**src/rtl/wb_commit_unit.sv**
```systemverilog
// Writeback/commit stage: registers rd and CSR write data, steers redirects, and
// folds exceptions and interrupts into a single precise trap with a drain period.
module wb_commit_unit #(
  parameter int XLEN       = 64,
  parameter int REG_AW     = 5,
  parameter int TRAP_STALL = 2,
  parameter int CNT_W      = 64
) (
  input  logic              CLK,
  input  logic              RESET,
  input  logic              WB_V,
  input  logic [31:0]       WB_IR,
  input  logic [XLEN-1:0]   WB_PC,
  input  logic [XLEN-1:0]   WB_NPC,
  input  logic [XLEN-1:0]   WB_MEM_RESULT,
  input  logic [XLEN-1:0]   WB_ALU_RESULT,
  input  logic [XLEN-1:0]   WB_RFD,
  input  logic [XLEN-1:0]   WB_CSRFD,
  input  logic [REG_AW-1:0] WB_DRID,
  input  logic              MEM_PC_MUX,
  input  logic              F_IAM,
  input  logic              F_IAF,
  input  logic              F_II,
  input  logic              WB_ECALL,
  input  logic              MEM_LAM,
  input  logic              MEM_LAF,
  input  logic              MEM_SAM,
  input  logic              MEM_SAF,
  input  logic              TIMER,
  input  logic              EXTERNAL,
  input  logic              MIE,
  input  logic              PRIVILEGE,
  output logic [XLEN-1:0]   WB_RF_DATA,
  output logic              WB_LD_REG,
  output logic [REG_AW-1:0] WB_DRID_OUT,
  output logic [XLEN-1:0]   WB_CSR_DATA,
  output logic              WB_ST_CSR,
  output logic              WB_PC_MUX,
  output logic [XLEN-1:0]   WB_BR_JMP_TARGET,
  output logic [31:0]       WB_IR_OUT,
  output logic              WB_CS,
  output logic [XLEN-1:0]   WB_CAUSE,
  output logic [XLEN-1:0]   WB_EPC,
  output logic              WB_FLUSH,
  output logic              WB_STALL,
  output logic [CNT_W-1:0]  RETIRE_CNT
);

  typedef enum logic {RUN, DRAIN} state_t;

  state_t            state;
  logic [3:0]        drain_cnt;
  logic [6:0]        opcode;
  logic [2:0]        funct3;
  logic              writes_rd;
  logic              is_csr;
  logic [XLEN-1:0]   rd_data;
  logic              exc_hit;
  logic [3:0]        exc_code;
  logic              int_take;
  logic              take_trap;
  logic [XLEN-1:0]   trap_cause;

  assign opcode = WB_IR[6:0];
  assign funct3 = WB_IR[14:12];

  // Classify the instruction and pick the value destined for rd
  always_comb begin
    writes_rd = 1'b0;
    is_csr    = 1'b0;
    rd_data   = WB_ALU_RESULT;
    case (opcode)
      7'b0000011: begin
        writes_rd = 1'b1;
        rd_data   = WB_MEM_RESULT;
      end
      7'b0010011, 7'b0110011, 7'b0011011, 7'b0111011, 7'b0110111, 7'b0010111: begin
        writes_rd = 1'b1;
        rd_data   = WB_ALU_RESULT;
      end
      7'b1101111, 7'b1100111: begin
        writes_rd = 1'b1;
        rd_data   = WB_NPC;
      end
      7'b1110011: begin
        if (funct3 != 3'b000) begin
          writes_rd = 1'b1;
          is_csr    = 1'b1;
          rd_data   = WB_RFD;
        end
      end
      default: begin
        writes_rd = 1'b0;
      end
    endcase
  end

  // Pick the highest-priority exception and its cause code
  always_comb begin
    exc_hit  = 1'b1;
    exc_code = 4'd0;
    if (F_IAF)         exc_code = 4'd1;
    else if (F_IAM)    exc_code = 4'd0;
    else if (F_II)     exc_code = 4'd2;
    else if (WB_ECALL) exc_code = PRIVILEGE ? 4'd11 : 4'd8;
    else if (MEM_SAM)  exc_code = 4'd6;
    else if (MEM_LAM)  exc_code = 4'd4;
    else if (MEM_SAF)  exc_code = 4'd7;
    else if (MEM_LAF)  exc_code = 4'd5;
    else               exc_hit  = 1'b0;
  end

  assign int_take  = !exc_hit && (MIE || !PRIVILEGE) && (TIMER || EXTERNAL);
  assign take_trap = WB_V && (exc_hit || int_take);

  // Build the mcause value; interrupts set the top bit and external beats timer
  always_comb begin
    trap_cause = '0;
    if (exc_hit) begin
      trap_cause[3:0] = exc_code;
    end else begin
      trap_cause[XLEN-1] = 1'b1;
      trap_cause[3:0]    = EXTERNAL ? 4'd11 : 4'd7;
    end
  end

  // Commit/trap sequencer with registered outputs; DRAIN ignores all WB inputs
  always_ff @(posedge CLK or negedge RESET) begin
    if (!RESET) begin
      state            <= RUN;
      drain_cnt        <= '0;
      WB_RF_DATA       <= '0;
      WB_LD_REG        <= 1'b0;
      WB_DRID_OUT      <= '0;
      WB_CSR_DATA      <= '0;
      WB_ST_CSR        <= 1'b0;
      WB_PC_MUX        <= 1'b0;
      WB_BR_JMP_TARGET <= '0;
      WB_IR_OUT        <= '0;
      WB_CS            <= 1'b0;
      WB_CAUSE         <= '0;
      WB_EPC           <= '0;
      WB_FLUSH         <= 1'b0;
      WB_STALL         <= 1'b0;
      RETIRE_CNT       <= '0;
    end else begin
      WB_LD_REG <= 1'b0;
      WB_ST_CSR <= 1'b0;
      WB_PC_MUX <= 1'b0;
      WB_CS     <= 1'b0;
      case (state)
        RUN: begin
          WB_FLUSH <= 1'b0;
          WB_STALL <= 1'b0;
          if (take_trap) begin
            WB_CS     <= 1'b1;
            WB_FLUSH  <= 1'b1;
            WB_STALL  <= 1'b1;
            WB_CAUSE  <= trap_cause;
            WB_EPC    <= WB_PC;
            drain_cnt <= 4'(TRAP_STALL - 1);
            state     <= DRAIN;
          end else if (WB_V) begin
            WB_IR_OUT        <= WB_IR;
            WB_DRID_OUT      <= WB_DRID;
            WB_BR_JMP_TARGET <= WB_ALU_RESULT;
            WB_PC_MUX        <= MEM_PC_MUX;
            RETIRE_CNT       <= RETIRE_CNT + CNT_W'(1);
            if (writes_rd) begin
              WB_RF_DATA <= rd_data;
              WB_LD_REG  <= (WB_DRID != '0);
            end
            if (is_csr) begin
              WB_CSR_DATA <= WB_CSRFD;
              WB_ST_CSR   <= 1'b1;
            end
          end
        end
        DRAIN: begin
          if (drain_cnt == 4'd0) begin
            state    <= RUN;
            WB_FLUSH <= 1'b0;
            WB_STALL <= 1'b0;
          end else begin
            drain_cnt <= drain_cnt - 4'd1;
          end
        end
        default: begin
          state <= RUN;
        end
      endcase
    end
  end

endmodule

```
**config.mk**
```make
export PLATFORM = sky130hd
export DESIGN_NAME = wb_commit_unit
export DESIGN_NICKNAME = d
export VERILOG_FILES = /design/src/rtl/wb_commit_unit.sv
export SDC_FILE = /design/constraint.sdc
export NUM_CORES = 1
export LEC_CHECK = 0
export CORE_AREA = 5 5 332 334
export DETAILED_ROUTE_END_ITERATION = 16
export DIE_AREA = 0 0 337 339
export GPL_TIMING_DRIVEN = 0
export PLACE_DENSITY = 0.36
export SETUP_SLACK_MARGIN = 0.3
export SYNTH_ARGS = -nofsm -noshare
export SYNTH_HDL_FRONTEND = slang
export SYNTH_SLANG_ARGS = --single-unit
```
**constraint.sdc**
```tcl
create_clock -name CLK -period 3.8 [get_ports CLK]
set_input_delay 0.76 -clock CLK [delete_from_list [all_inputs] [get_ports CLK]]
set_output_delay 0.76 -clock CLK [all_outputs]
set_load 0.02 [all_outputs]
```
==> impl_metrics.yaml, run 1 <==
place:
  dp.cells: 3751
  port_buffers: 804
  place_area_um2: 26300
  pre_cts_ws_ns: -0.689
  gp_congestion: 0.875
  dp_hpwl_mm: 72.5
routing:
  routed_via_density: 3.86
  firstDrtPassIters: 9
  drt_iter0_markers: 726
  via_count: 14900
  routed_wl_mm: 87.7
  drt.antenna.violating_nets: 0
  drt_drc_violations_left: 0
  wl_per_cell_um: 22.8
floorplan:
  die_w_um: 337
  die_y_um: 339
  initial_core_util_pct: 15.2
  rows: 120
  dieArea_um2: 114000
  coreArea_um2: 107000
  ioPinCount: 864
logic_synthesis:
  synth.avg_cell_area_um2: 10.9
  synth-seq-cells: 372
  ys_seq_area_share_pct: 57.5
  yosysUniqueCellTypes: 53
  synth_cells: 1482
  netlist_area_um2: 16200
  synth_warnings: 0
  ys.flop_type: "dfrtp_1"
  synth_edf_count: 0
  async_reset_ff_share_pct: 100
finish:
  layout.nets: 2840
  regArea_um2: 9310
  finish.instance_area_um2: 28100
  utilization_pct: 26.4
  fill_cells: 11300
  stdcell_count: 3851
  area_delta_synth_final_pct: 73.7
  drive_gt1_share_pct: 11.1
  multi_input_area_um2: 6250
timing:
  hold_ws_ns: 0.106
  slew_violations: 0
  finClkSkew_ns: 0.0141
  relSlewSlack_pct: 20.8
  max_freq_ghz: 0.303
  tns_ns: 0
  setup_viol: 0
  fin_crit_ns: 3.30
  finalHoldViolCount: 0
  tightest_slew_ns: 1.19
  fin_ws_ns: 0.503
  rsz0062_at_grt: "no"
  fin_crit_sh_pct: 86.8
critical_path:
  critPathLaunchType: "input pin"
  required_ns: 4.32
  cp_slowest_cell: "clkdlybuf4s50_1"
  critPathArrivalTime_ns: 3.81
  path_max_fanout: 10
  crit_family: "buffers and inverters"
  critPathBufInv: 3
  cp_slowest_stage_delay_ns: 0.69
  cp-end-kind: "flip-flop"
  path_class: "input pin to flip-flop"
  crit_chain: "clkdlybuf4s50_1 -> nand4bb_1 -> nor4_2 -> clkbuf_2 -> clkbuf_1 -> a222oi_1 -> a21boi_0 -> o21ai_0"
clock_network:
  cts_hold_buf: 0
  clkTransAtPathRegs_ns: 0.05
  cts_max_level: 2
  cts-root-buf: "clkbuf_16"
  cts_tree: "built"
  clock_sinks: 372
  clk-insertion-delay-late_ns: 0.61
  cts_made_buffers: 51
  cts_buffer_depth: 3
  cts_setup_buffers: 0
power:
  total_power_mw: 12.5
  ir_drop_v: 0.000304
  power_density_nw_per_um2: 446
  leakagePower_nw: 12.3
status:
  status: "complete, no violations"
global_route:
  grt_pass1_wl_mm: 122
  grt_pass1_vias: 16200
  grt_max_degree: 106
  overflow: 0
  grt_usage_pct: 14.7
  antenna_found_initial: 21
job:
  maxCapViolCount: 0
worst_hold_path:
  min_path_type: "input pin to async pin"
## power by group
group / internal, mW / switching [mW] / total [mW]
Combinational: 1.53 / 1.36 / 2.89
Clock: 3.08 / 1.94 / 5.02
Sequential: 4.39 / 0.233 / 4.62
## Yosys cell counts, types with 24 or more instances
master	instances	share of area (%)
nor3_1	24	0.74
clkbuf_1	55	1.3
nor2_1	25	0.58
mux2_2	80	5.6
xor2_1	35	1.9
xnor2_1	30	1.6
dfrtp_1	372	58
a21boi_0	64	3.0
buf_4	67	3.1
o21ai_0	50	1.5
mux2_1	49	3.4
nand2_1	397	9.2
a222oi_1	64	4.0
## path summary, 6_finish.rpt
check                                                 start                          endpoint  slack, ns  cells past startpoint
max                                                WB_IR[1]        WB_RF_DATA[32]$_DFFE_PN0P_       0.50                      8
min                                                   RESET       WB_CSR_DATA[37]$_DFFE_PN0P_       0.11                      1
max reg2reg                                 state$_DFF_PN0_  WB_BR_JMP_TARGET[50]$_DFFE_PN0P_       0.89                      6
min reg2reg                WB_BR_JMP_TARGET[55]$_DFFE_PN0P_  WB_BR_JMP_TARGET[55]$_DFFE_PN0P_       0.47                      2
max in group asynchronous                             RESET        WB_RF_DATA[57]$_DFFE_PN0P_       2.10                      3
min in group CLK           WB_BR_JMP_TARGET[55]$_DFFE_PN0P_  WB_BR_JMP_TARGET[55]$_DFFE_PN0P_       0.47                      2
## sequential cells by signal, indices dropped and copies added, names as in the netlist
signal,flops
RETIRE_CNT,64
WB_BR_JMP_TARGET,64
WB_CSR_DATA,64
WB_EPC,64
WB_RF_DATA,64
WB_IR_OUT,32
WB_CAUSE,5
WB_DRID_OUT,5
drain_cnt,4
WB_CS,1
WB_LD_REG,1
WB_PC_MUX,1
WB_STALL,1
WB_ST_CSR,1
state,1
## cell usage in the layout, fill, tap and decap left out, types with 12 or more instances in the layout
| cell type | instances |
|---|---|
| nand4_1 | 18 |
| nor2_1 | 25 |
| xor2_1 | 35 |
| nor3_1 | 23 |
| conb_1 | 59 |
| o21ai_1 | 18 |
| and3_1 | 12 |
| nand3_1 | 21 |
| nor4_1 | 14 |
| a21boi_0 | 64 |
| mux2_1 | 49 |
| clkbuf_1 | 63 |
| a222oi_1 | 64 |
| clkbuf_16 | 51 |
| buf_4 | 67 |
| xnor2_1 | 30 |
| buf_2 | 19 |
| inv_1 | 15 |
| clkdlybuf4s50_1 | 803 |
| dfrtp_1 | 372 |
| nand2_1 | 397 |
| mux2_2 | 80 |
| o21ai_0 | 50 |
## metal layers
metal / track usage (%) / share of wire (%) / up-vias
met2: 26.6 / 51 / 610
met1: 16.2 / 38 / 7238
met3: 4.79 / 8.2 / 123
met4: 5.01 / 3.4 / 4
met5: 0 / 0.026 / -
li1: - / - / 6898
## repair_timing
action,in CTS,in global routing
resized for setup,4,7
endpoints found under the hold margin,0,0
endpoints found under the setup margin,144,64
## cell type report
type	instances	area share (%)
Clock inverter	18	1.03
Inverter	15	0.200
Sequential cell	372	33.1
Multi-Input combinational cell	1010	22.2
Timing Repair Buffer	808	29.0
Clock buffer	74	5.20
Antenna cell	8	0.0712
Buffer	143	2.91
Tap cell	1403	6.24
## cell families (layout without fill, tap and decap cells)
kind of cell | count (synthesis) | after routing | share of synthesized area, %
XOR/XNOR | 65 | 65 | 3.52
flip-flops | 372 | 372 | 57.5
adder cells (fa/ha/maj) | 2 | 2 | 0.155
AO/OA/AOI/OAI | 217 | 217 | 10.3
buffers and inverters | 158 | 1058 | 5.37
AND/OR/NAND/NOR | 538 | 538 | 14.1
multiplexers | 129 | 129 | 8.98
other | 1 | 67 | 0.0232
## worst reg2reg max path, stage by stage (launching register included)
cell and delay [ns]:
dfrtp_1 0.48, nand2b_1 0.42, a2111o_1 0.21, clkbuf_1 0.86, clkbuf_1 0.65, nand2_1 0.13, nand2_1 0.09
Note: power is estimated with default switching activity, not from simulation.
==> run 2, diff against run 1 <==
--- a/config.mk
+++ b/config.mk
@@ -6,6 +6,7 @@
 export NUM_CORES = 1
 export LEC_CHECK = 0
 export CORE_AREA = 5 5 332 334
+export CTS_CLUSTER_DIAMETER = 50
 export DETAILED_ROUTE_END_ITERATION = 16
 export DIE_AREA = 0 0 337 339
 export GPL_TIMING_DRIVEN = 0
==> run 2 against run 1 <==
Core utilization is 0.73 points higher. Combinational power about the same. Global-route usage rose by 0.13 points. Flip-flop and latch count unchanged. Non-clock buffer count is the same. Clock skew increased by 0.0057 ns. Design area grew 2.8%. Clock-buffer cell count is 22 higher. Final cell count rose by 1.1%. Critical endpoint is now WB_RF_DATA[41]$_DFFE_PN0P_. Largest cell class unchanged.
==> impl_metrics.yaml, run 2 (synthesis results as in run 1) <==
timing:
  tightest_slew_ns: 1.22
  hold_ws_ns: 0.109
  fin_crit_ns: 3.35
  max_freq_ghz: 0.298
  relSlewSlack_pct: 18.7
  finClkSkew_ns: 0.0198
  slew_violations: 0
  setup_viol: 0
  finalHoldViolCount: 0
  rsz0062_at_grt: "no"
  fin_crit_sh_pct: 88.2
routing:
  routed_wl_mm: 88.3
  via_count: 15100
  firstDrtPassIters: 6
  wl_per_cell_um: 22.7
  drt_iter0_markers: 738
  drt_drc_violations_left: 0
  drt.antenna.violating_nets: 0
  routed_via_density: 3.87
floorplan:
  rows: 120
  die_w_um: 337
  coreArea_um2: 107000
  initial_core_util_pct: 15.2
  die_y_um: 339
  ioPinCount: 864
  dieArea_um2: 114000
power:
  p_switching_mw: 3.93
  clkPwrFrac_pct: 46.8
  combPwrFrac_pct: 20.4
  internal_power_mw: 10.2
  leakagePower_nw: 12.7
  power_density_nw_per_um2: 489
  ir_drop_v: 0.000262
  swShare_pct: 27.8
  seq_power_share_pct: 32.8
critical_path:
  critPathArrivalTime_ns: 3.88
  cp-end-kind: "flip-flop"
  path_class: "input pin to flip-flop"
  path_max_fanout: 10
  critPathBufInv: 3
  required_ns: 4.32
  cp_slowest_cell: "clkdlybuf4s50_1"
  cp_slowest_stage_delay_ns: 0.69
  crit_family: "buffers and inverters"
  critPathLaunchType: "input pin"
  crit_chain: "clkdlybuf4s50_1 -> nand4bb_1 -> nor4_2 -> clkbuf_2 -> clkbuf_1 -> a222oi_1 -> a21boi_0 -> o21ai_0"
place:
  gp_congestion: 0.875
  port_buffers: 804
  dp_hpwl_mm: 72.5
global_route:
  use_met3_pct: 5.55
  met1_usage_pct: 16.1
  grtUsageMet2_pct: 26.5
  overflow: 0
  grt_usage_pct: 14.8
  grt_max_degree: 106
  grt_busiest_layer: "met2"
  grt_pass1_vias: 16400
  grt_pass1_wl_mm: 123
  antenna_found_initial: 20
finish:
  final_common_cell: "clkdlybuf4s50_1"
  final_cell_mix: "803 x clkdlybuf4s50_1, 397 x nand2_1, 372 x dfrtp_1, 80 x mux2_2, 76 x clkbuf_16"
  drive_gt1_share_pct: 12.8
  fill_cells: 11300
  area_delta_synth_final_pct: 78.5
  layout.nets: 2863
  utilization_pct: 27.1
clock_network:
  clkTransAtPathRegs_ns: 0.05
  cts_made_buffers: 74
  cts_hold_buf: 0
  cts_buffer_depth: 3
  cts-root-buf: "clkbuf_16"
  clk-insertion-delay-late_ns: 0.62
  cts_max_level: 3
  cts_tree: "built"
  clock_sinks: 372
job:
  maxCapViolCount: 0
worst_hold_path:
  min_path_type: "input pin to async pin"
status:
  status: "complete, no violations"
run 2: power groups by stage:
stage          registers [mW]  logic, mW  clock network [mW]
3_3_place_gp             4.69       2.92                   0
4_1_cts                  4.63       2.95                6.85
2_1_floorplan            5.16      0.715                   0
6_report                 4.63       2.89                6.60
5_1_grt                  4.68       3.07                7.01
3_5_place_dp             4.69       2.95                   0
run 2: cell type report:
| class | count | area, µm² | area share (%) |
|---|---|---|---|
| repair buffers | 808 | 8150 | 28.2 |
| plain buffers | 143 | 818 | 2.83 |
| multi-input cells | 1010 | 6250 | 21.7 |
| clock inverters | 39 | 422 | 1.46 |
| diodes | 8 | 20.0 | 0.0693 |
| well taps | 1403 | 1760 | 6.08 |
| clock buffers | 96 | 2110 | 7.29 |
| inverters | 15 | 56.3 | 0.195 |
| flip-flops and latches | 372 | 9310 | 32.2 |
run 2: routing by layer:
metal	part of all wire [%]	wire [µm]	vias up
met1	37	33000	7301
met4	3.5	3050	4
met3	8.7	7700	141
met5	0.026	23	-
li1	-	-	6960
met2	50	44500	659
run 2: timing repair:
| action | 4_1_cts | 5_1_grt |
|---|---|---|
| buffers inserted | 0 | 0 |
| gates resized for setup | 4 | 7 |
| endpoints found under the setup margin | 144 | 61 |
run 2: worst paths after layout:
| check | slack, ns | cells past startpoint | to | startpoint |
|---|---|---|---|---|
| worst min-delay path | 0.11 | 1 | WB_CSR_DATA[37]$_DFFE_PN0P_ | RESET |
| worst max register to register | 0.91 | 6 | WB_DRID_OUT[3]$_DFFE_PN0P_ | state$_DFF_PN0_ |
| worst min register to register | 0.47 | 2 | WB_BR_JMP_TARGET[55]$_DFFE_PN0P_ | WB_BR_JMP_TARGET[55]$_DFFE_PN0P_ |
| worst max-delay path | 0.45 | 8 | WB_RF_DATA[41]$_DFFE_PN0P_ | WB_IR[1] |
| min in group CLK | 0.47 | 2 | WB_BR_JMP_TARGET[55]$_DFFE_PN0P_ | WB_BR_JMP_TARGET[55]$_DFFE_PN0P_ |
| max in group asynchronous | 2.11 | 3 | WB_RF_DATA[0]$_DFFE_PN0P_ | RESET |
run 2: stage by stage:
step	cells	setup TNS, ns	setup WS (ns)	instance area (µm²)	power [mW]
finish	3894	0	0.447	28900	14.1
global route	3889	0	0.399	28900	14.8
CTS	3886	0	0.291	28800	14.4
detailed placement	3751	-90.22	-0.689	26300	7.64
global placement	3747	-6030.82	-16.07	26200	7.61
floorplan	1540	0	1.16	16400	5.87
==> run 3, diff against run 2 <==
--- a/config.mk
+++ b/config.mk
@@ -6,6 +6,7 @@
 export NUM_CORES = 1
 export LEC_CHECK = 0
 export CORE_AREA = 5 5 332 334
+export CTS_BUF_LIST = sky130_fd_sc_hd__clkbuf_4 sky130_fd_sc_hd__clkbuf_8
 export CTS_CLUSTER_DIAMETER = 50
 export DETAILED_ROUTE_END_ITERATION = 16
 export DIE_AREA = 0 0 337 339
==> run 3 against run 2 <==
Routed wire length did not move. Clock power shrank 23%. Die area unchanged. Combinational power about the same. Largest cell class unchanged.
==> impl_metrics.yaml, run 3 (synthesis results as in run 1) <==
critical_path:
  critPathLaunchType: "input pin"
  crit_family: "buffers and inverters"
  critPathArrivalTime_ns: 4.02
  required_ns: 4.43
  crit_chain: "clkdlybuf4s50_1 -> or4_4 -> a2111oi_4 -> clkbuf_1 -> nand2_1 -> nand2_1"
  cp_slowest_cell: "clkbuf_1"
  cp-end-kind: "flip-flop"
  critPathBufInv: 2
  cp_slowest_stage_delay_ns: 0.87
  crit_top_cell: "nand2_1"
  rrSetupSlack_ns: 0.74
  path_class: "input pin to flip-flop"
  path_max_fanout: 10
clock_network:
  cts_buffer_depth: 3
  clock_sinks: 372
  clkTransAtPathRegs_ns: 0.05
  cts-root-buf: "clkbuf_8"
  cts_tree: "built"
  cts_made_buffers: 85
  cts_setup_buffers: 0
  cts_max_level: 3
  clk-insertion-delay-late_ns: 0.72
status:
  status: "complete, no violations"
routing:
  routed_via_density: 3.86
  wl_per_cell_um: 22.6
  drt_drc_violations_left: 0
  via_count: 15100
  routed_wl_mm: 88.3
  drt_iter0_markers: 768
  firstDrtPassIters: 8
  drt.antenna.violating_nets: 0
global_route:
  grt_pass1_vias: 16500
  grt_usage_pct: 14.9
  grt_max_degree: 106
  grt_pass1_wl_mm: 123
  overflow: 0
  antenna_found_initial: 23
timing:
  hold_ws_ns: 0.473
  fin_crit_sh_pct: 89.1
  fin_crit_ns: 3.39
  max_freq_ghz: 0.295
  fin_ws_ns: 0.414
  tns_ns: 0
  relSlewSlack_pct: 18.8
  finalHoldViolCount: 0
  rsz0062_at_grt: "no"
  tightest_slew_ns: 1.22
  slew_violations: 0
  finClkSkew_ns: 0.0354
  setup_viol: 0
place:
  dp.cells: 3751
  pre_cts_ws_ns: -0.689
  place_area_um2: 26300
  port_buffers: 804
  gp_congestion: 0.875
  dp_hpwl_mm: 72.5
power:
  ir_drop_v: 0.000192
  leakagePower_nw: 12.4
  power_density_nw_per_um2: 445
floorplan:
  dieArea_um2: 114000
  rows: 120
  die_w_um: 337
  die_y_um: 339
  coreArea_um2: 107000
  initial_core_util_pct: 15.2
  ioPinCount: 864
finish:
  final_cell_mix: "803 x clkdlybuf4s50_1, 397 x nand2_1, 372 x dfrtp_1, 103 x clkbuf_8, 80 x mux2_2"
  fill_cells: 11300
  stdcell_count: 3911
  layout.nets: 2875
  finish.instance_area_um2: 28200
  drive_gt1_share_pct: 13.4
  final_common_cell: "clkdlybuf4s50_1"
  area_delta_synth_final_pct: 74.5
job:
  maxCapViolCount: 0
worst_hold_path:
  min_path_type: "flip-flop to flip-flop"
run 3: changes by cell type in the layout (fill, tap and decap cells not counted), sizes merged:
cell,previous run,this run
bufinv,5,6
clkbuf,151,181
clkinv,23,9
clkinvlp,8,4
diode,8,14
dlygate4sd3,0,1
inv,18,15
run 3: tightest hold or removal path: cells and delay by family (launching register included):
kind | cells | cell delay, ns
AND/OR/NAND/NOR | 2 | 0.10
flip-flops | 1 | 0.34
run 3: routing by layer:
metal | part of all wire (%) | wire [µm] | track usage, %
met1 | 38 | 33300 | 16.1
met2 | 50 | 44400 | 26.5
met3 | 8.5 | 7510 | 5.58
met4 | 3.5 | 3130 | 5.21
met5 | 0.026 | 23 | 0
run 3: repair_timing:
item	4_1_cts	5_1_grt
hold buffers	1	0
hold endpoints to repair	65	0
resized for setup	4	4
pin swaps	0	0
setup endpoints to repair	93	12
run 3: stage by stage:
stage / power [mW] / util (%)
2_1_floorplan: 5.87 / -
3_3_place_gp: 7.61 / 24.6
3_5_place_dp: 7.64 / 24.7
4_1_cts: 12.9 / 26.4
5_1_grt: 13.2 / 26.5
6_report: 12.6 / 26.5
run 3: path summary, 6_finish.rpt:
path / to / from / cells after the start
hold / removal: WB_BR_JMP_TARGET[53]$_DFFE_PN0P_ / WB_BR_JMP_TARGET[53]$_DFFE_PN0P_ / 2
setup / recovery: WB_DRID_OUT[1]$_DFFE_PN0P_ / F_IAF / 6
hold reg to reg: WB_BR_JMP_TARGET[53]$_DFFE_PN0P_ / WB_BR_JMP_TARGET[53]$_DFFE_PN0P_ / 2
setup reg to reg: WB_DRID_OUT[1]$_DFFE_PN0P_ / state$_DFF_PN0_ / 5
min in group asynchronous: WB_CSR_DATA[11]$_DFFE_PN0P_ / RESET / 2
max in group asynchronous: WB_RF_DATA[44]$_DFFE_PN0P_ / RESET / 4
run 3: cell type report:
class | instances | area [µm²] | share of cell area [%]
Antenna cell | 14 | 35.0 | 0.124
Clock buffer | 126 | 1590 | 5.63
Multi-Input combinational cell | 1010 | 6250 | 22.1
Sequential cell | 372 | 9310 | 33.0
Inverter | 15 | 56.3 | 0.199
Timing Repair Buffer | 809 | 8160 | 28.9
Clock inverter | 19 | 267 | 0.944
Tap cell | 1403 | 1760 | 6.22
Buffer | 143 | 817 | 2.89
run 3: power breakdown:
| part | internal [mW] | switching, mW |
|---|---|---|
| Clock | 3.06 | 1.98 |
| Sequential | 4.39 | 0.233 |
| Combinational | 1.53 | 1.36 |
| Total | 8.99 | 3.57 |
==> RTL edit 1, RTL diff (settings of run 1) <==
`REG_AW`: 5 -> 4.
--- a/src/rtl/wb_commit_unit.sv
+++ b/src/rtl/wb_commit_unit.sv
@@ -4,3 +4,3 @@
   parameter int XLEN       = 64,
-  parameter int REG_AW     = 5,
+  parameter int REG_AW     = 4,
   parameter int TRAP_STALL = 2,
Interface: changed (resized WB_DRID and WB_DRID_OUT); port bits go from 864 to 862. No check against the original RTL was run, so the function may have changed too.
==> RTL edit 1 against run 1 <==
Utilization up 0.088 points; clock skew up 0.0036 ns; via count up 2.5%; setup slack worse by 0.080 ns; cell area up 0.33%; synthesized area up 0.68%; total power down 0.11%; wire length up 3.5%; non-clock buffer count up 1; sequential cell count down 1; largest cell class unchanged.
==> RTL edit 1: results (changes against run 1) <==
- Worst vdd ir: 0.000255 V (-16%)
- Status: complete, no violations
- DR pass1 iterations: 6 (-3)
- Leakage: 12.3 nW (-0.13%)
- Vias per cell: 3.93 (+1.8%)
- Switching Fraction: 28.3% (+0.076 points)
- Largest net degree at the start of global routing: 107 (+0.94%)
- Number of multi-input logic gates: 1047 (+3.7%)
- Worst Hold Class: in2async
- Placed Area: 26400 um^2 (+0.42%)
- Inst Count DP: 3784 (+0.88%)
- Met2 usage in global routing: 26.6% (-0.051 points)
- Comb group: 2.94 mW (+2%)
- Flops & latches, synth: 371 (-0.27%)
- Clk slew on worst S/H paths: 0.06 ns
- Synth cell count leaders: 416 x nand2_1, 371 x dfrtp_1, 158 x mux2_2
- # port buffers: 802 (-0.25%)
- FILL cells: 11300 (-0.018%)
- Layout cells sized above 1: 14.2% (+3.2 points)
- Cell count after synthesis: 1516 (+2.3%)
- Non-clock inverters: 11 (-4)
- Vias in the first global route: 16300 (+0.67%)
- Reg2Reg Depth: 5 (-1)
- Worst EP arrival: 3.83 ns (+0.02 ns)
- Multi-input gate area: 6420 um^2 (+2.6%)
- Final hold slack: 0.108 ns (+0.00163 ns)
- ClkCell Share: 6.06% (-0.18 points)
- Layout Cells excl Fill: 3877 (+0.68%)
- WL final: 90700 um (+3.5%)
- Slowest cell on crit path: a222oi_1
- Non-clock buffers: 952 (+0.11%)
- Detail Placement HPWL: 73400 um (+1.3%)
- Layout clock buffer count: 72 (-2.7%)
- Worst Skew: 0.0178 ns (+0.00361 ns)
- Layout Nets: 2870 (+1.1%)
- Worst slew pin tran: 1.11 ns (-0.0754 ns)
- Final Instance Area: 28200 um^2 (+0.33%)
- Crit path launch: WB_IR[14]
- Sequential share of cell area: 32.9% (-0.20 points)
- Cell Pwr Density: 444 nW/um^2 (-0.44%)
- Max incr delay on CP: 0.65 ns (-0.04 ns)
- Routability Congestion: 0.853 (-2.5%)
- Top cells by area, synth: dfrtp_1 57%, mux2_2 11%, nand2_1 9.6%, a222oi_1 3.9%, buf_4 3.0%
- # resized after CTS: 19 (+15)
- Non-clock buffer share: 31.8% (-0.053 points)
- Initial antenna violation count: 9 (-57%)
- Worst r2r dst: WB_EPC[39]
- CP endpoint: WB_RF_DATA[47]
- Post-synth cell types: 51 (-3.8%)
- All-Layer GR Usage: 15.3% (+0.54 points)
- Clock power share: 39.8% (-0.3 points)
- Register area share after synthesis: 57.0% (-0.54 points)
- Ant. Diodes: 7 (-1)
- Met3 usage: 4.13% (-0.66 points)
- Yosys warnings: 0 (unchanged)
- Drt first-iter violations: 888 (+22%)
- Tcrit/Tclk final: 88.9% (+2.1 points)
- Placement Setup Slack: -1.52 ns (-0.835 ns)
- GRT met1 Usage: 18.8% (+2.7 points)
- First-pass GRT wire length: 126000 um (+3.3%)
[RTL edit 1: cell count changes in the layout (fill, tap and decap cells not counted), moves of 18 or more]
cell / change
a21boi_0: -64
a31oi_1: +49
mux2_1: -49
mux2_2: +78
nand2_1: +19
nor2_1: +54
o21ai_0: -19
o21ai_1: -18
[RTL edit 1: metal layers]
layer  wire length (um)  share of wire (%)  up-vias
met3               7040                7.8       85
met2              44800                 49      574
met5                  0                  0        -
met4               1700                1.9        0
li1                   -                  -     7001
met1              37200                 41     7586
[RTL edit 1: cells by family (layout without fill, tap and decap cells)]
| family | Yosys count | count (layout) | synth area share [%] |
|---|---|---|---|
| xor+xnor | 65 | 65 | 3.49 |
| other cells | 1 | 66 | 0.0230 |
| compound gates | 160 | 160 | 7.47 |
| flops | 371 | 371 | 57.0 |
| buf+inv | 156 | 1049 | 5.22 |
| mux | 158 | 158 | 10.9 |
| fa+ha+maj | 2 | 2 | 0.154 |
| simple gates | 603 | 603 | 15.7 |
==> RTL edit 2, RTL diff (config.mk and constraints of run 1) <==
Without the edit above. Reset style: synchronous (`RESET`), changed in one clocked block.
--- a/src/rtl/wb_commit_unit.sv
+++ b/src/rtl/wb_commit_unit.sv
@@ -127,3 +127,3 @@
   // Commit/trap sequencer with registered outputs; DRAIN ignores all WB inputs
-  always_ff @(posedge CLK or negedge RESET) begin
+  always_ff @(posedge CLK) begin
     if (!RESET) begin
Formal check against the unedited RTL: not equivalent (a bounded check fails within 4 cycles, from zero or initial values and one cycle with RESET low; the reset may be asserted at any time).
==> RTL edit 2 against run 1 <==
Non-clock buffer count rose by 68; sequential cell count did not move; critical path depth did not move; fmax fell by 4.8%; via count rose by 20%; wire length rose by 15%; setup slack got worse by 0.17 ns; register-to-register slack got worse by 0.12 ns; sequential share of layout area fell by 6.0 points; clock skew rose by 0.0024 ns; count of clock-buffer cells in the layout rose by 3; cell area fell by 2.3%; synthesized area fell by 3.9%.
Power is not compared: it rests on default switching activity, and its combinational part moved more than twofold at a synthesized area within 25%.
==> RTL edit 2: results (changes against run 1) <==
- Worst Skew: 0.0165 ns (+0.00241 ns)
- WL final: 101000 um (+15%)
- Synth async-reset ratio: 0% (-100 points)
- Detail Placement HPWL: 83000 um (+15%)
- Register area share after synthesis: 47.9% (-9.6 points)
- Routability Congestion: 0.845 (-3.4%)
- Wire length on met3: 9330 um (+30%)
- Placed Area: 25600 um^2 (-2.8%)
- Top cells by area, synth: dfxtp_1 48%, nand2_1 12%, a21oi_1 8.9%, o211a_1 4.1%, a222oi_1 3.9%
- Post-synth cell types: 50 (-5.7%)
- Buffer count from post-CTS setup fixing: 3 (+3)
- Vias in the first global route: 18300 (+13%)
- Vias per cell: 4.17 (+7.9%)
- Compound-Gate Fraction of Synth Area: 22.4% (+12 points)
- Met2 usage in global routing: 29.8% (+3.2 points)
- Layout cells sized above 1: 6.56% (-4.5 points)
- Inst Count DP: 4166 (+11%)
- Placement Setup Slack: -1.77 ns (-1.08 ns)
- Met3 usage: 6.20% (+1.4 points)
- Drt first-iter violations: 1028 (+42%)
- Worst EP arrival: 4.01 ns (+0.20 ns)
- Worst Hold Class: reg2reg
- Status: complete, no violations
- XOR/XNOR share of the synthesized area: 1.35% (-2.2 points)
- First-pass GRT wire length: 139000 um (+14%)
- Max incr delay on CP: 0.78 ns (+0.09 ns)
- # resized after CTS: 18 (+14)
- Metal2 WL: 50500 um (+14%)
- R2R setup slack: 0.77 ns (-0.12 ns)
- Slowest cell on crit path: clkbuf_1
- Synth cell count leaders: 511 x nand2_1, 372 x dfxtp_1, 278 x a21oi_1
RTL edit 2: cell types whose count changed after synthesis, sizes merged, moves of 63 or more:
cell | before | now
mux2 | 129 | 0
nand2 | 397 | 511
dfxtp | 0 | 372
a21boi | 64 | 1
a21oi | 3 | 278
nor2 | 25 | 103
o211a | 0 | 64
clkbuf | 55 | 122
dfrtp | 372 | 0
RTL edit 2: path summary, 6_finish.rpt:
check                  startpoint  cells past startpoint               to
setup / recovery         WB_IR[5]                      8   WB_RF_DATA[54]
hold reg to reg   WB_CSR_DATA[60]                      2  WB_CSR_DATA[60]
setup reg to reg   RETIRE_CNT[32]                      5   RETIRE_CNT[45]
hold / removal    WB_CSR_DATA[60]                      2  WB_CSR_DATA[60]
RTL edit 2: final cells by class:
cell class	instances	area share, %
multi-input cells	1367	26.5
inverters	13	0.178
repair buffers	812	29.6
well taps	1403	6.39
diodes	15	0.137
plain buffers	207	3.80
clock buffers	77	5.58
clock inverters	17	0.715
flip-flops and latches	372	27.1
